**src/rtl/ws2822_dmx_controller.sv**
```systemverilog
// -----------------------------------------------------------------------------
// ws2822_dmx_controller
//
// Drives a chain of WS2822S DMX512 pixels. It has two modes of operation:
//   data    : one DMX frame on data_pin. The frame is a start code 0x00
//             followed by R,G,B for every buffered pixel.
//   program : the WS2822 address-programming sequence. The controller powers
//             up, sends the programming frame on address_pin, waits for the
//             pixels to settle, then power-cycles the LED supply.
//
// Ports
//   clk, rst                 system clock, synchronous active-high reset
//   address[15:0]            start address to program (bits [8:0] are used)
//   program_strobe           1-cycle request for the programming sequence
//   data_strobe              1-cycle request for a data frame
//   pix_wr, pix_index        pixel buffer write enable and write index
//   red, green, blue         pixel write data
//   busy                     a sequence or a frame is in progress
//   prog_done                1-cycle pulse when the programming sequence ends
//   power_en                 LED supply enable
//   data_pin, address_pin    DMX data line and WS2822 ADRI line
// -----------------------------------------------------------------------------
module ws2822_dmx_controller #(
  parameter int CLK_DIV        = 48,
  parameter int BREAK_BITS     = 25,
  parameter int MAB_BITS       = 3,
  parameter int PIXELS         = 8,
  parameter int PWR_ON_CYCLES  = 120000,
  parameter int SETTLE_CYCLES  = 120000,
  parameter int PWR_OFF_CYCLES = 600000
) (
  input  logic        clk,
  input  logic        rst,
  input  logic [15:0] address,
  input  logic        program_strobe,
  input  logic        pix_wr,
  input  logic [7:0]  pix_index,
  input  logic [7:0]  red,
  input  logic [7:0]  green,
  input  logic [7:0]  blue,
  input  logic        data_strobe,
  output logic        busy,
  output logic        prog_done,
  output logic        power_en,
  output logic        data_pin,
  output logic        address_pin
);

  localparam int BREAK_CYC   = BREAK_BITS * CLK_DIV;
  localparam int MAB_CYC     = MAB_BITS * CLK_DIV;
  localparam int W_A         = (PWR_ON_CYCLES > SETTLE_CYCLES) ? PWR_ON_CYCLES : SETTLE_CYCLES;
  localparam int W_B         = (W_A > PWR_OFF_CYCLES) ? W_A : PWR_OFF_CYCLES;
  localparam int W_C         = (W_B > BREAK_CYC) ? W_B : BREAK_CYC;
  localparam int WAIT_MAX    = (W_C > MAB_CYC) ? W_C : MAB_CYC;
  localparam int WAIT_W      = $clog2(WAIT_MAX + 1);
  localparam int DIV_W       = $clog2(CLK_DIV + 1);
  localparam int NSLOTS_DATA = 1 + 3 * PIXELS;
  localparam int SLOT_W      = $clog2(NSLOTS_DATA + 1);
  localparam int PIX_W       = (PIXELS > 1) ? $clog2(PIXELS) : 1;
  localparam logic [7:0] PIXELS_U8 = 8'(PIXELS);

  typedef enum logic [2:0] {
    IDLE, PWR_UP, BREAK, MAB, SLOT, SETTLE, PWR_OFF, PWR_UP2
  } state_t;

  state_t              state_q, state_d;
  logic                mode_prog_q;
  logic                pwr_q;
  logic [8:0]          addr_q;
  logic [WAIT_W-1:0]   wait_cnt_q, wait_load;
  logic [DIV_W-1:0]    div_cnt_q;
  logic [3:0]          bit_cnt_q;
  logic [SLOT_W-1:0]   slot_cnt_q, load_idx;
  logic [PIX_W-1:0]    pix_q;
  logic [1:0]          col_q;
  logic [10:0]         shreg_q;
  logic [7:0]          next_byte;
  logic                wait_done, bit_end, slot_end, last_slot, load_slot, tx_line;

  logic [7:0] red_mem   [PIXELS];
  logic [7:0] green_mem [PIXELS];
  logic [7:0] blue_mem  [PIXELS];

  logic unused_addr_bits;
  assign unused_addr_bits = &{1'b0, address[15:9]};

  // NOTE: the pixel buffer is a plain RAM. It has no reset, so it can map
  // onto memory blocks, and its contents survive a controller reset.
  always_ff @(posedge clk) begin
    if (pix_wr && (pix_index < PIXELS_U8)) begin
      red_mem[pix_index[PIX_W-1:0]]   <= red;
      green_mem[pix_index[PIX_W-1:0]] <= green;
      blue_mem[pix_index[PIX_W-1:0]]  <= blue;
    end
  end

  assign wait_done = (wait_cnt_q == '0);
  assign bit_end   = (div_cnt_q == DIV_W'(CLK_DIV - 1));
  assign slot_end  = bit_end && (bit_cnt_q == 4'd10);
  assign last_slot = (slot_cnt_q == (mode_prog_q ? SLOT_W'(3) : SLOT_W'(NSLOTS_DATA - 1)));
  assign load_slot = ((state_q == MAB) && (state_d == SLOT)) ||
                     ((state_q == SLOT) && slot_end && !last_slot);

  // NOTE: every variable in this block gets a default first, so no path can
  // leave one unassigned and infer a latch.
  always_comb begin
    state_d = state_q;
    case (state_q)
      IDLE: begin
        if (program_strobe)   state_d = PWR_UP;  // program wins over data
        else if (data_strobe) state_d = pwr_q ? BREAK : PWR_UP;
      end
      PWR_UP:  if (wait_done) state_d = BREAK;
      BREAK:   if (wait_done) state_d = MAB;
      MAB:     if (wait_done) state_d = SLOT;
      SLOT:    if (slot_end && last_slot) state_d = mode_prog_q ? SETTLE : IDLE;
      SETTLE:  if (wait_done) state_d = PWR_OFF;
      PWR_OFF: if (wait_done) state_d = PWR_UP2;
      PWR_UP2: if (wait_done) state_d = IDLE;
      default: state_d = IDLE;
    endcase
  end

  // Each timed state is entered with its length minus one. The state then
  // ends on the cycle in which the counter reaches zero.
  always_comb begin
    wait_load = '0;
    case (state_d)
      PWR_UP, PWR_UP2: wait_load = WAIT_W'(PWR_ON_CYCLES - 1);
      BREAK:           wait_load = WAIT_W'(BREAK_CYC - 1);
      MAB:             wait_load = WAIT_W'(MAB_CYC - 1);
      SETTLE:          wait_load = WAIT_W'(SETTLE_CYCLES - 1);
      PWR_OFF:         wait_load = WAIT_W'(PWR_OFF_CYCLES - 1);
      default:         wait_load = '0;
    endcase
  end

  // This block selects the byte for the slot whose start bit begins at the
  // next edge. The byte is read from the buffer at that edge, so a pixel
  // write lands only in slots that are not yet loaded.
  always_comb begin
    load_idx  = (state_q == SLOT) ? slot_cnt_q + SLOT_W'(1) : '0;
    next_byte = 8'h00;
    if (mode_prog_q) begin
      case (load_idx[1:0])
        2'd0:    next_byte = 8'hA0;
        2'd1:    next_byte = addr_q[7:0];
        2'd2:    next_byte = {7'b1111000, addr_q[8]};
        default: next_byte = 8'hD2;
      endcase
    end else if (load_idx != '0) begin
      case (col_q)
        2'd0:    next_byte = red_mem[pix_q];
        2'd1:    next_byte = green_mem[pix_q];
        default: next_byte = blue_mem[pix_q];
      endcase
    end
  end

  // NOTE: sequential state uses non-blocking assignments only, so every
  // flop samples values from before the edge, regardless of block order.
  always_ff @(posedge clk) begin
    if (rst) begin
      state_q     <= IDLE;
      mode_prog_q <= 1'b0;
      pwr_q       <= 1'b0;
      prog_done   <= 1'b0;
    end else begin
      state_q   <= state_d;
      prog_done <= (state_q == PWR_UP2) && (state_d == IDLE);
      if ((state_d == PWR_UP) || (state_d == PWR_UP2)) pwr_q <= 1'b1;
      else if (state_d == PWR_OFF)                     pwr_q <= 1'b0;
      if ((state_q == IDLE) && (state_d != IDLE)) mode_prog_q <= program_strobe;
    end
  end

  // Datapath registers. The FSM qualifies every one of them before its
  // value is used, so they need no reset.
  always_ff @(posedge clk) begin
    if ((state_q == IDLE) && (state_d != IDLE)) addr_q <= address[8:0];

    if (state_d != state_q)  wait_cnt_q <= wait_load;
    else if (!wait_done)     wait_cnt_q <= wait_cnt_q - 1'b1;

    if (load_slot) begin
      shreg_q   <= {2'b11, next_byte, 1'b0};  // stop, stop, data LSB first, start
      div_cnt_q <= '0;
      bit_cnt_q <= '0;
    end else if (state_q == SLOT) begin
      if (bit_end) begin
        div_cnt_q <= '0;
        bit_cnt_q <= bit_cnt_q + 1'b1;
        shreg_q   <= {1'b1, shreg_q[10:1]};
      end else begin
        div_cnt_q <= div_cnt_q + 1'b1;
      end
    end

    if (state_q == MAB)                     slot_cnt_q <= '0;
    else if (state_q == SLOT && load_slot)  slot_cnt_q <= slot_cnt_q + 1'b1;

    if (state_q == IDLE) begin
      pix_q <= '0;
      col_q <= '0;
    end else if (load_slot && (load_idx != '0)) begin
      if (col_q == 2'd2) begin
        col_q <= '0;
        pix_q <= pix_q + 1'b1;
      end else begin
        col_q <= col_q + 1'b1;
      end
    end
  end

  // This is the level of the line in use for the current mode. During
  // PWR_UP that line is held low, so power-up merges into the break.
  always_comb begin
    case (state_q)
      PWR_UP, BREAK: tx_line = 1'b0;
      SLOT:          tx_line = shreg_q[0];
      default:       tx_line = 1'b1;
    endcase
  end

  assign busy        = (state_q != IDLE);
  assign power_en    = pwr_q;
  assign data_pin    = pwr_q && ((state_q == IDLE) ? 1'b1 : (mode_prog_q ? 1'b0 : tx_line));
  assign address_pin = pwr_q && ((state_q == IDLE || !mode_prog_q) ? 1'b1 : tx_line);

endmodule

```
**config.mk**
```make
export PLATFORM = sky130hd
export DESIGN_NAME = ws2822_dmx_controller
export DESIGN_NICKNAME = d
export VERILOG_FILES = /design/src/rtl/ws2822_dmx_controller.sv
export SDC_FILE = /design/constraint.sdc
export NUM_CORES = 1
export LEC_CHECK = 0
export ABC_CLOCK_PERIOD_IN_PS = 10000
export CAP_MARGIN = 20
export CORE_MARGIN = 10
export CORE_UTILIZATION = 60
export CTS_BUF_LIST = sky130_fd_sc_hd__clkbuf_4 sky130_fd_sc_hd__clkbuf_8 sky130_fd_sc_hd__clkbuf_16
export CTS_CLUSTER_DIAMETER = 150
export DETAILED_ROUTE_END_ITERATION = 16
export HOLD_SLACK_MARGIN = 0.08
export PLACE_DENSITY = 0.82
export SLEW_MARGIN = 20
export SYNTH_ARGS = -nofsm -noshare
export SYNTH_HDL_FRONTEND = slang
export SYNTH_SLANG_ARGS = --single-unit
```
**constraint.sdc**
```tcl
create_clock -name clk -period 10 [get_ports clk]
set_input_delay 2.5 -clock clk [delete_from_list [all_inputs] [get_ports clk]]
set_output_delay 2.5 -clock clk [all_outputs]
set_load 0.01 [all_outputs]
```
=== After elaboration in Yosys (flattened, before gate mapping) ===
Memories as Yosys holds them, arrays and structs flattened. A register that Yosys moved wholly into a read port is not among the register bits.
Index checks and enable logic that the tools add are counted.
W data, S select, Z words.

* Word-level logic and storage cells: 119
* Output and inout port bits: 5
* Input port bits: 53
* Register bits after elaboration: 64
* Memories kept: 3
* Memory bits (writable): 192

* Muxes and demuxes: 40
* Equality and inequality tests: 23
* $add $sub $neg: 6
* Order comparisons: 1
* Reduce and logical (&&, ||, !) cells: 33

{| class="wikitable"
|+ Memory list
! memory !! words !! width !! read ports !! clocked after memory_dff !! write ports !! line !! source
|-
| blue_mem || 8 || 8 || 1 || 1 || 1 || 82 || <nowiki>logic [7:0] blue_mem [PIXELS];</nowiki>
|-
| green_mem || 8 || 8 || 1 || 1 || 1 || 81 || <nowiki>logic [7:0] green_mem [PIXELS];</nowiki>
|-
| red_mem || 8 || 8 || 1 || 1 || 1 || 80 || <nowiki>logic [7:0] red_mem [PIXELS];</nowiki>
|}

{| class="wikitable"
|+ Operators by type and width
! cell !! number
|-
| $pmux W20 S4 || 1
|-
| $mux W3 || 16
|-
| $mux W20 || 2
|-
| $mux W9 || 3
|-
| $eq A3 B3 Y1 const B || 8
|-
| $pmux W3 S8 || 1
|-
| $pmux W8 S3 || 1
|-
| $logic_not A20 Y1 || 1
|-
| $sub A20 B1 Y20 const B || 1
|-
| $mux W8 || 2
|-
| $pmux W8 S2 || 1
|-
| $eq A3 B2 Y1 const B || 4
|-
| $logic_and A1 B1 Y1 || 12
|-
| $mux W5 || 2
|-
| $lt A8 B4 Y1 const B || 1
|-
| $mux W1 || 7
|-
| $add A6 B1 Y6 const B || 1
|-
| $eq A3 B1 Y1 const B || 2
|-
| $eq A6 B6 Y1 const B || 1
|-
| $logic_not A3 Y1 || 2
|-
| $mux W6 || 1
|-
| $reduce_and A2 Y1 || 3
|-
| $reduce_bool A2 Y1 || 3
|-
| $reduce_bool A3 Y1 || 2
|-
| 18 further kinds || 25
|}

=== Depth between registers and ports, before layout ===
* Depth after elaboration: 12
* Mapped depth: 9
* Mapped depth without buffers: 8

=== Worst setup path before layout ===
No wires, ideal clock.

* Kind: in2reg
* Start point: in pix_index[6]
* End point: mem blue_mem[1][0], enable pin
* Stages on the path: 3
* Slack: 4,844 ps
* Library setup time: 435 ps
* Buffers on the path: 0
* Arrival time: 4,721 ps
* Cell sequence: nor4_1 -> nand4b_1 -> nor3_1

* Longest elaborated chain between the ends: 4

{| class="wikitable"
|+ Ends and longest elaborated chain
! item !! line !! source
|-
| start, declared || 37 || <nowiki>input logic [7:0] pix_index,</nowiki>
|-
| $lt A8 B4 Y1 || 90 || <nowiki>if (pix_wr && (pix_index < PIXELS_U8)) begin</nowiki>
|-
| $logic_and A1 B1 Y1 || 90 ||
|-
| $mux W1 || 90 ||
|-
| $mux W1 (not written as such) || 93 || <nowiki>blue_mem[pix_index[PIX_W-1:0]] <= blue;</nowiki>
|-
| end, declared || 82 ||
|}

No other way between the ends.

=== Worst setup path in the final report ===
* Start point: reg state_q[1]
* End point: out address_pin

* Longest elaborated chain between the ends: 5
* Elaborated cells between the ends (all ways): 9

{| class="wikitable"
|+ Ends and longest elaborated chain
! item !! line !! source
|-
| start, declared || 66 || <nowiki>state_t state_q, state_d;</nowiki>
|-
| start signal, assigned || 169 || <nowiki>state_q <= state_d;</nowiki>
|-
| $eq A3 B1 Y1 or $eq A3 B2 Y1 (tied branches) || 218 || <nowiki>case (state_q)</nowiki>
|-
| $reduce_or A2 Y1 || 218 ||
|-
| $pmux W1 S2 || 218 ||
|-
| $mux W1 * || 228 || <nowiki>assign address_pin = pwr_q && ((state_q == IDLE || !mode_prog_q) ? 1'b1 : tx_line);</nowiki>
|-
| $logic_and A1 B1 Y1 * || 228 ||
|-
| end, declared || 46 || <nowiki>output logic address_pin</nowiki>
|}

Every way passes the cells marked *; elsewhere a longest branch is shown, timed or not.

==> impl_metrics.tcl <==
set metrics [dict create \
    hold_violations 0 \
    critPathCapture "address_pin" \
    initial_core_util_pct 60.8 \
    path_depth 6 \
    postCtsHoldBufs 0 \
    cp_slowest_cell "dfxtp_1" \
    synth_top_area_cell "edfxtp_1" \
    grt_max_degree 49 \
    syn-mean-instance-area_sq_um 16.2 \
    cts_buffers 26 \
    r2r_start "wait_cnt_q[4]" \
    first_global_vias 6438 \
    cp.required_ns 7.50 \
    ir_worst_vdd_mv 0.183 \
    cts_sinks 259 \
    fillCellCount 1121 \
    max-slew-margin-rel_pct 34.8 \
    wl_um 22100 \
    h-tree-depth 1 \
    fin_crit_ns 5.00 \
    startpoint_type "flop" \
    r2r-end "wait_cnt_q[17]" \
    vias 6095 \
    p_leak_nw 4.03 \
    dpl.hpwl_um 13000 \
    grt_pass1_wl_um 35200 \
    ys_ff_latch 259 \
    ys_types 62 \
    path_class "flop to primary output" \
    viasPerCell 6.28 \
    clk_pin_slew_worst_paths_ns 0.06 \
    die_y_um 155 \
    core_area_sq_um 17900 \
    endpoint_kind "primary output" \
    rsz0062_at_grt "no" \
    grt_usage_pct 18.4 \
    setup_tns_ns 0 \
    synth_fp_nets 733 \
    num-nets-final 783 \
    gp_congestion 0.863 \
    status "completed" \
    startpoint "state_q[1]" \
    path_cells "nand2b_1 -> nor2_1 -> o21bai_1 -> nand2_1 -> a21boi_0 -> clkdlybuf4s50_1" \
    dieArea_sq_um 23900 \
    cp_slowest_stage_delay_ns 0.62 \
    drtAntennaViolNets 0 \
    cts.path.max_buffers 3 \
    cts_tree "built" \
    syn_inst 673 \
    synth_area_sq_um 10900 \
    drtIter0Drc 495 \
    multi_input_area_sq_um 3290 \
    dr.pass1.iters 5 \
    yosysWarnings 0 \
    die_w_um 155 \
    r2r_setup_slack_ns 6.81 \
    grt_overflow 0 \
    final_cell_mix "edfxtp_1 (229), clkdlybuf4s50_1 (50), mux4_2 (48)" \
    p_per_area_nw_per_um2 182 \
    portBuffers 50 \
    insertion_delay_ns 0.53 \
    num_rows 49 \
    final_common_cell "edfxtp_1" \
    min_path_type "flop to flop" \
    synth_top_area_share_pct 63.2 \
    cts_root_buffer "clkbuf_16" \
    synth-seq-area-share_pct 68.7 \
    drv_slew 0 \
    synth_ff_type "edfxtp_1" \
    synth_area_leaders "edfxtp_1 (63%), mux4_2 (9.9%), dfxtp_1 (5.5%)" \
    cp_top_family "flip-flops" \
    area_growth_syn_to_layout_pct 14.7 \
    arrival_ns 2.50 \
    post-route-drc-count 0 \
    crit_path_max_fanout 16 \
    max_freq_ghz 0.200 \
    cts_setup_buffers 0 \
    synth_edf_count 229 \
    regArea_sq_um 7480 \
    reg2regPathDepth 5 \
    fin_skew_ns 0.00705 \
    finalSetupViolCount 0 \
    maxCapViolCount 0 \
    async_reset_ff_share_pct 0 \
    post-route-period-util_pct 50.0 \
    ios 58 \
    antenna_found_initial 1 \
    whs_ns 0.476 \
    worst_slew_pin_slew_ns 0.978 \
    cts-resized-gates 0 \
    final_layout_size_suffix_gt1_share_pct 17.5 \
    wire_per_inst_um 22.8 \
    path_buf_inv 1 \
]
-- state kept, by name, summed over array words and instances, names as in the netlist, named ones only --
register,flops
power_en,1
col_q,2
bit_cnt_q,4
addr_q,9
green_mem,64
shreg_q,9
state_q,3
mode_prog_q,1
pix_q,3
prog_done,1
div_cnt_q,6
blue_mem,64
red_mem,64
wait_cnt_q,20
slot_cnt_q,5
-- layout make-up --
type                       count  share of cell area (%)
inverter                       9                   0.271
antenna                        1                  0.0201
clock inverter                14                    1.16
tap                          229                    2.30
multi-input combinational    372                    26.4
clock buffer                  32                    5.62
sequential                   259                    60.0
timing repair buffer          55                    4.31
-- worst min path at each step --
stage	start	end	slack [ns]	depth (start not counted)
after floorplan	shreg_q[0]	shreg_q[0]	0.43	2
after global placement	shreg_q[0]	shreg_q[0]	0.45	2
after detailed placement	shreg_q[0]	shreg_q[0]	0.46	2
after CTS	shreg_q[0]	shreg_q[0]	0.47	2
after global routing	shreg_q[0]	shreg_q[0]	0.49	2
final	shreg_q[0]	shreg_q[0]	0.48	2
-- worst register-to-register path, stage by stage, from the launching register on --
cell	delay, ns
edfxtp_1	0.46
or3_1	0.51
nor4_4	0.53
nand2_1	0.20
o221a_2	0.42
nand2_1	0.69
-- routing by layer --
metal,track usage [%],vias to the layer above,share of wire [%]
met2,32.1,211,51
li1,-,2747,-
met3,3.74,36,7.2
met1,22.9,3101,40
met5,0,-,0
met4,4.50,0,1.8
-- power by group --
| part | internal (mW) | leakage (nW) | total [mW] | switching [mW] |
|---|---|---|---|---|
| Clock | 0.572 | 0.418 | 0.957 | 0.385 |
| Combinational | 0.0475 | 1.25 | 0.100 | 0.0529 |
| Sequential | 1.20 | 2.36 | 1.22 | 0.0206 |
| Total | 1.82 | 4.03 | 2.28 | 0.458 |
-- cells in the mapped netlist, drive strengths merged, types with 4 or more instances --
master,count
a31oi,4
mux2,17
dfxtp,30
nand2b,6
ha,7
inv,9
or3,9
nor4,6
nor2,45
xor2,12
buf,8
o21ai,13
or2,4
nand3,11
nand4,6
xnor2,15
mux2i,17
mux4,48
a21oi,21
o22ai,8
a211oi,6
o31ai,5
and4b,4
nand2,46
nor3,14
a2bb2oi,6
clkbuf,25
nor2b,6
edfxtp,229
-- cell families after synthesis --
| kind of cell | after synthesis | share of synthesized area [%] |
|---|---|---|
| flip-flops | 259 | 68.7 |
| AND/OR/NAND/NOR | 176 | 8.52 |
| multiplexers | 82 | 13.3 |
| AO/OA/AOI/OAI | 80 | 4.98 |
| buffers and inverters | 42 | 1.56 |
| XOR/XNOR | 27 | 2.17 |
| adder cells (fa/ha/maj) | 7 | 0.805 |
-- stage by stage --
stage	cells	area, sq um	total power [mW]	worst slack [ns]	util (%)
finish	971	12500	2.28	5.00	69.7
global route	970	12500	2.34	4.85	69.7
CTS	970	12500	2.29	5.01	69.7
detailed placement	924	11600	1.34	4.98	65.0
global placement	924	11600	1.33	5.06	65.0
floorplan	673	10900	1.29	4.84	-
(Power assumes the default switching activity.)
